===== src/rtl/branch_resolve_scheduler.sv =====
// branch_resolve_scheduler
// Tracks predictions issued at decode in an in-order queue, pairs each
// memory-stage resolve with its queued prediction, and drives the tournament
// predictor update port. A mispredict discards every younger (wrong-path)
// entry and raises a one-cycle flush.
// Optional feature macro: BRANCH_SCHED_STATS_EN adds stat_resolved and
// stat_mispredict counters.
module branch_resolve_scheduler #(
    parameter int unsigned DEPTH  = 4,
    parameter int unsigned ADDR_W = 32
) (
    input  logic                         clk,
    input  logic                         reset_n,
    input  logic                         dec_valid,
    input  logic [ADDR_W-1:0]            dec_pc,
    input  logic                         dec_prediction,
    output logic                         dec_ready,
    input  logic                         res_valid,
    input  logic [ADDR_W-1:0]            res_pc,
    input  logic                         res_taken,
    output logic                         upd_valid,
    output logic [ADDR_W-1:0]            upd_addr,
    output logic                         upd_taken,
    output logic                         upd_mispredict,
    output logic                         flush,
    output logic                         order_err,
`ifdef BRANCH_SCHED_STATS_EN
    output logic [31:0]                  stat_resolved,
    output logic [31:0]                  stat_mispredict,
`endif
    output logic [$clog2(DEPTH):0]       occupancy
);

    localparam int unsigned PTR_W = $clog2(DEPTH);
    localparam int unsigned OCC_W = PTR_W + 1;

    typedef struct packed {
        logic [ADDR_W-1:0] pc;
        logic              pred;
    } entry_t;

    typedef enum logic {
        ST_RUN   = 1'b0,
        ST_FLUSH = 1'b1
    } state_t;

    state_t             state;
    state_t             state_nxt;
    entry_t             mem [DEPTH];
    logic [PTR_W-1:0]   rd_ptr;
    logic [PTR_W-1:0]   wr_ptr;
    entry_t             head;

    logic               head_ok_c;
    logic               pop_c;
    logic               mis_c;
    logic               err_c;
    logic               push_c;

    assign head = mem[rd_ptr];

    // State register
    always_ff @(posedge clk) begin
        if (!reset_n) begin
            state <= ST_RUN;
        end else begin
            state <= state_nxt;
        end
    end

    // Next state: a mispredicting pop enters FLUSH, which always lasts one cycle
    always_comb begin
        state_nxt = state;
        case (state)
            ST_RUN:   if (mis_c) state_nxt = ST_FLUSH;
            ST_FLUSH: state_nxt = ST_RUN;
            default:  state_nxt = ST_RUN;
        endcase
    end

    // Per-cycle control decode; resolves are ignored during FLUSH
    always_comb begin
        head_ok_c = 1'b0;
        pop_c     = 1'b0;
        mis_c     = 1'b0;
        err_c     = 1'b0;
        dec_ready = 1'b0;
        push_c    = 1'b0;
        if (state == ST_RUN) begin
            head_ok_c = (occupancy != '0) && (res_pc == head.pc);
            pop_c     = res_valid && head_ok_c;
            mis_c     = pop_c && (head.pred != res_taken);
            err_c     = res_valid && !head_ok_c;
            dec_ready = (occupancy < OCC_W'(DEPTH)) || pop_c;
            // a push alongside a mispredicting pop is wrong-path and dropped
            push_c    = dec_valid && dec_ready && !mis_c;
        end
    end

    // Queue storage; contents need no reset since occupancy gates every read
    always_ff @(posedge clk) begin
        if (push_c) begin
            mem[wr_ptr] <= '{pc: dec_pc, pred: dec_prediction};
        end
    end

    // Pointers, occupancy, predictor update and status registers
    always_ff @(posedge clk) begin
        if (!reset_n) begin
            rd_ptr         <= '0;
            wr_ptr         <= '0;
            occupancy      <= '0;
            upd_valid      <= 1'b0;
            upd_addr       <= '0;
            upd_taken      <= 1'b0;
            upd_mispredict <= 1'b0;
            flush          <= 1'b0;
            order_err      <= 1'b0;
        end else begin
            upd_valid      <= pop_c;
            upd_mispredict <= mis_c;
            flush          <= mis_c;
            if (pop_c) begin
                upd_addr  <= head.pc;
                upd_taken <= res_taken;
            end
            if (err_c) begin
                order_err <= 1'b1;
            end
            if (mis_c) begin
                rd_ptr    <= '0;
                wr_ptr    <= '0;
                occupancy <= '0;
            end else begin
                if (push_c) wr_ptr <= wr_ptr + PTR_W'(1);
                if (pop_c)  rd_ptr <= rd_ptr + PTR_W'(1);
                case ({push_c, pop_c})
                    2'b10:   occupancy <= occupancy + OCC_W'(1);
                    2'b01:   occupancy <= occupancy - OCC_W'(1);
                    default: occupancy <= occupancy;
                endcase
            end
        end
    end

`ifdef BRANCH_SCHED_STATS_EN
    // Resolve and mispredict counters, free-running with natural wrap
    always_ff @(posedge clk) begin
        if (!reset_n) begin
            stat_resolved   <= '0;
            stat_mispredict <= '0;
        end else begin
            if (pop_c) stat_resolved   <= stat_resolved + 32'(1);
            if (mis_c) stat_mispredict <= stat_mispredict + 32'(1);
        end
    end
`endif

endmodule


===== config.mk =====
export PLATFORM = sky130hd
export DESIGN_NAME = branch_resolve_scheduler
export DESIGN_NICKNAME = d
export VERILOG_FILES = /design/src/rtl/branch_resolve_scheduler.sv
export SDC_FILE = /design/constraint.sdc
export NUM_CORES = 1
export LEC_CHECK = 0
export ABC_AREA = 0
export BUFFER_PORTS_ARGS = -buffer_cell sky130_fd_sc_hd__buf_2
export CAP_MARGIN = 30
export CORE_MARGIN = 3
export CORE_UTILIZATION = 50
export DETAILED_ROUTE_END_ITERATION = 7
export HOLD_SLACK_MARGIN = 0.05
export PLACE_DENSITY = 0.81
export REMOVE_ABC_BUFFERS = 1
export SYNTH_ARGS = -nofsm -noshare
export SYNTH_HDL_FRONTEND = slang
export SYNTH_SLANG_ARGS = --single-unit

===== constraint.sdc =====
create_clock -name clk -period 4.8 [get_ports clk]
set_input_delay 0.24 -clock clk [delete_from_list [all_inputs] [get_ports clk]]
set_output_delay 0.24 -clock clk [all_outputs]
set_load 0.01 [all_outputs]

# Yosys cells after proc, flatten, opt, wreduce, memory -nomap -nowiden
# Memory sizes are Yosys's and may differ from the RTL's. A register that Yosys moved wholly into a read port is not among the register bits.
# Cells that the tools add are included.
op_classes:
  magnitude_cmp: 1
  bitwise: 2
  addsub: 4
  mux: 12
  reduce_logical: 12
  shifts: 0
  eq_ne: 4
  mul: 0
  div_mod_pow: 0
op_table:
  columns: ["operator", "count"]
  rows:
  - ["$eq A32 B32 Y1", 1]
  - ["$mux W1", 8]
  - ["$logic_and A1 B1 Y1", 6]
  - ["$pmux W3 S2", 1]
  - ["$add A2 B1 Y2 const B", 2]
  - ["$mux W2", 2]
  - ["$add A3 B1 Y3 const B", 1]
  - ["$lt A3 B3 Y1 const B", 1]
  - ["$reduce_bool A3 Y1", 1]
  - ["$sub A3 B1 Y3 const B", 1]
  - ["$eq A2 B1 Y1 const B", 1]
  - ["$eq A2 B2 Y1 const B", 1]
  - ["$logic_not A1 Y1", 2]
  - ["$not A1 Y1", 2]
  - ["$pmux W1 S2", 1]
  - ["$reduce_bool A2 Y1", 1]
  - ["$reduce_or A2 Y1", 1]
  - ["$logic_or A1 B1 Y1", 1]
  - ["$ne A1 B1 Y1", 1]
word_totals:
  n_memories: 1
  register_bits: 44
  out_inout_bits: 41
  latch_bits: 0
  mem_bits_rw: 132
  rom_bits: 0
  wordCells: 45
mem_list:
  columns: ["memory", "depth", "width", "rd", "rd_clocked_by_memory_dff", "write_ports", "line", "text"]
  rows:
  - ["mem", 4, 33, 1, 1, 1, "49", "entry_t mem [DEPTH];"]

# Logic depth before layout (Yosys ltp)
logic_depth:
  ltp_word: 9
  depth_mapped: 16
  mapped_depth_nobuf: 13

# Least setup slack after synthesis
# Ideal clock, no wire load.
synth_path:
  path_type: "register to register"
  start: "reg (tool-made name)"
  end: "mem mem[0][0] (netlist bit), enable pin"
  period_less_slack_ns: 4.134
  slack_ns: 0.666
  setup_ns: 0.423
  path_stages_with_launch: 9
  path_buffers: 1
  arrival_time_ns: 3.711
  required_ns: 4.377
  cell_sequence: "dfxtp_1 -> buf_2 -> mux4_2 -> xnor2_1 -> nand4_1 -> nor4_2 -> and4_1 -> o21ai_1 -> nor2_1"
synth_lines:
  columns: ["item", "line"]
  rows:
  - ["end, declared", "49"]

==> summary.md <==
| Metric | Value |
|---|---|
| Startpoint Class | `register` |
| Fmax | `252.6 MHz` |
| Diode count | `0` |
| Synth cell count leaders | `edfxtp_1 (132), dfxtp_1 (46), nor2_1 (46), mux2i_1 (42), mux4_2 (32)` |
| Pwr per Cell Area | `368.7 nW/um^2` |
| Final worst slack | `0.8415 ns` |
| Worst R2R Setup Slack | `0.84 ns` |
| Post-route ant nets | `0` |
| FFs w/ async S/R, synth | `0` |
| Static leakage | `3.423 nW` |
| Via Count | `4425` |
| Postcts setup bufs | `0` |
| PortBufs | `110` |
| Top Ports | `111` |
| Die area | `15920 um^2` |
| Reg clk slew, reported paths | `0.06 ns` |
| Clk buf depth | `2` |
| IR drop worst, VDD | `0.2292 mV` |
| Total power | `0.003303 W` |
| Total Neg Setup Slack | `0 ns` |
| Hold Path Class | `input port to register` |
| Core Box Area | `13990 um^2` |
| Hold Crit Depth | `3` |
| CP endpoint kind | `register` |
| Fin cells | `786` |
| Remaining global-route overflow | `0` |
| R2R Path End | `occupancy[2]` |
| Yosys top cell area share | `0.5490` |
| Starting density of the core | `0.5161` |
| Share of layout cells above drive strength 1 | `0.3350` |
| Placed cell count | `722` |
| CTS tree | `done` |
| Clk_lat worst skew | `0.42 ns` |
| Slew Limit Fails | `0` |
| WL/cell | `20.20 um` |
| Tcrit/Tclk final | `0.8247` |
| Required @ worst endpoint | `5.09 ns` |
| Post-cts hold buffer count | `32` |
| RSZ-0062 raised after global routing | `false` |
| Layout area overhead | `24.07%` |
| Largest area contributor in the netlist | `edfxtp_1` |
| Die width | `126.2 um` |
| Setup Crit Path Kind | `register to register` |
| Final Hold Fails | `0` |
| Total CTS buffers | `17` |
| Dpl hpwl | `10790 um` |
| Synth warn | `0` |
| Filler instances | `990` |
| Final GP Congestion | `1.018` |
| Place WS | `0.8661 ns` |
| Main synth FF type | `edfxtp_1` |
| Global-route wire length before repair | `25080 um` |
| Clk root buf | `clkbuf_16` |
| CP max FO | `31` |
| Hold path endpoint | `upd_taken` |
| CP Data Arrival Time | `4.24 ns` |
| Final WL | `15880 um` |
| GRT Util Overall | `0.2067` |
| Clock skew | `0.007435 ns` |
| CTS Sinks | `178` |
| Post-synth EDFFs | `132` |
| Largest net degree at the start of global routing | `41` |
| Slew @ Worst Pin | `0.8736 ns` |
| Mapped Cells | `436` |
| # DRC | `0` |
| Synth area leaders | `edfxtp_1 (55%), dfxtp_1 (13%), mux4_2 (10%)` |
| Pre-antenna DRT Iters | `5` |
| Period minus WS final | `3.959 ns` |
| CTS HTree Levels | `4` |
| Mean post-synth cell area | `16.56 um^2` |
| Hold path startpoint | `res_taken` |
| Cts repair resizes | `0` |
| Post-synthesis sequential area ratio | `0.6766` |
| # rows | `43` |
| Initial antenna violation count | `0` |
| Setup violators final | `0` |
| Die Y | `126.2 um` |
| Mapped Area | `7219 um^2` |
| Post-layout util | `0.6403` |
| Number of distinct library cells after synthesis | `46` |
| Max transition margin | `0.4176` |
| Vias per cell | `5.630` |
| Max-capacitance violation count | `0` |
| R2r worst-path depth | `13` |
| Number of global-route vias before repair | `4563` |
| Count leader, synth | `edfxtp_1` |
| Final nets | `669` |
| Status | `finished clean` |
| Iter 0 DRT Violations | `336` |
| Synthesis-stage register bit count | `178` |
## worst max-delay path, cell delays in order, from the launching register on
cell	delay, ns
dfxtp_2	0.90
mux4_2	0.45
xnor2_1	0.26
nand4_1	0.15
nor4_2	0.45
nand3_1	0.27
nor3_1	0.21
ha_1	0.21
inv_1	0.06
fa_1	0.38
xor2_1	0.15
nor2_1	0.12
xnor2_1	0.14
nor2_1	0.07
## logic make-up (layout without fill, tap and decap cells)
group,Yosys count,after routing,share of synthesized area
adder cells (fa/ha/maj),6,6,0.01144
AND/OR/NAND/NOR,85,85,0.06135
buffers and inverters,32,202,0.02270
AO/OA/AOI/OAI,28,28,0.02912
multiplexers,76,76,0.1612
XOR/XNOR,31,31,0.03761
flip-flops,178,178,0.6766
## registers in the layout, summed over array words and instances (netlist names), named ones only
name,cells
flush,1
upd_taken,1
mem,132
wr_ptr,2
rd_ptr,2
occupancy,3
upd_addr,32
state,1
order_err,1
upd_valid,1
## how the worst max path moves through the flow
stage / slack, ns / from / cells past startpoint / end
final: 0.84 / register / 13 / occupancy[2]
after global routing: 0.48 / register / 13 / occupancy[2]
after global placement: 1.00 / register / 9 / mem[0][16]
after detailed placement: 0.87 / register / 9 / mem[3][12]
after floorplan: -0.75 / register / 7 / register
after CTS: 0.81 / register / 9 / mem[3][14]
## layout make-up
| cell class | instances | area [um^2] | area share |
|---|---|---|---|
| Inverter | 15 | 56.30 | 0.006286 |
| Timing Repair Buffer | 155 | 993.5 | 0.1109 |
| Clock buffer | 18 | 439.2 | 0.04903 |
| Multi-Input combinational cell | 226 | 2201 | 0.2457 |
| Tap cell | 180 | 225.2 | 0.02514 |
| Clock inverter | 14 | 155.1 | 0.01732 |
| Sequential cell | 178 | 4887 | 0.5456 |
## per-layer routing
metal / wire length [um] / global-route usage / up-vias
met5: 0 / 0 / -
met4: 260 / 0.08707 / 0
met3: 940 / 0.04495 / 24
met2: 8003 / 0.3377 / 174
met1: 6676 / 0.2705 / 2230
li1: - / - / 1997
## where the power goes
part	switching [W]	leakage [nW]	internal [W]
combinational	0.000122	1.56	0.000100
sequential	0.0000137	1.58	0.00170
clock	0.000584	0.276	0.000786
total	0.000720	3.42	0.00258
## stage by stage
step / hold WS [ns] / instance area, um^2
after global placement: 0.4517 / 8043
after global routing: 0.07186 / 8957
after CTS: 0.06097 / 8957
after floorplan: 0.3389 / 7112
after detailed placement: 0.4613 / 8043
final: 0.08766 / 8957
## placed cells by master, fill, tap and decap left out, types with 3 or more instances in the layout
cell	n
edfxtp_1	132
buf_2	110
dfxtp_1	44
mux2i_1	42
nor2_1	42
mux4_2	32
dlygate4sd3_1	32
xnor2_1	29
clkbuf_16	17
inv_1	14
nand4_1	12
buf_4	11
nor3_1	5
ha_1	5
clkinvlp_4	5
o22ai_1	4
nor4_2	4
nor2_4	4
a21oi_1	4
nor2b_1	3
and2_1	3
nand3_1	3
o211ai_1	3
clkinv_4	3
inv_6	3
Power figures use the tool's default switching activity.
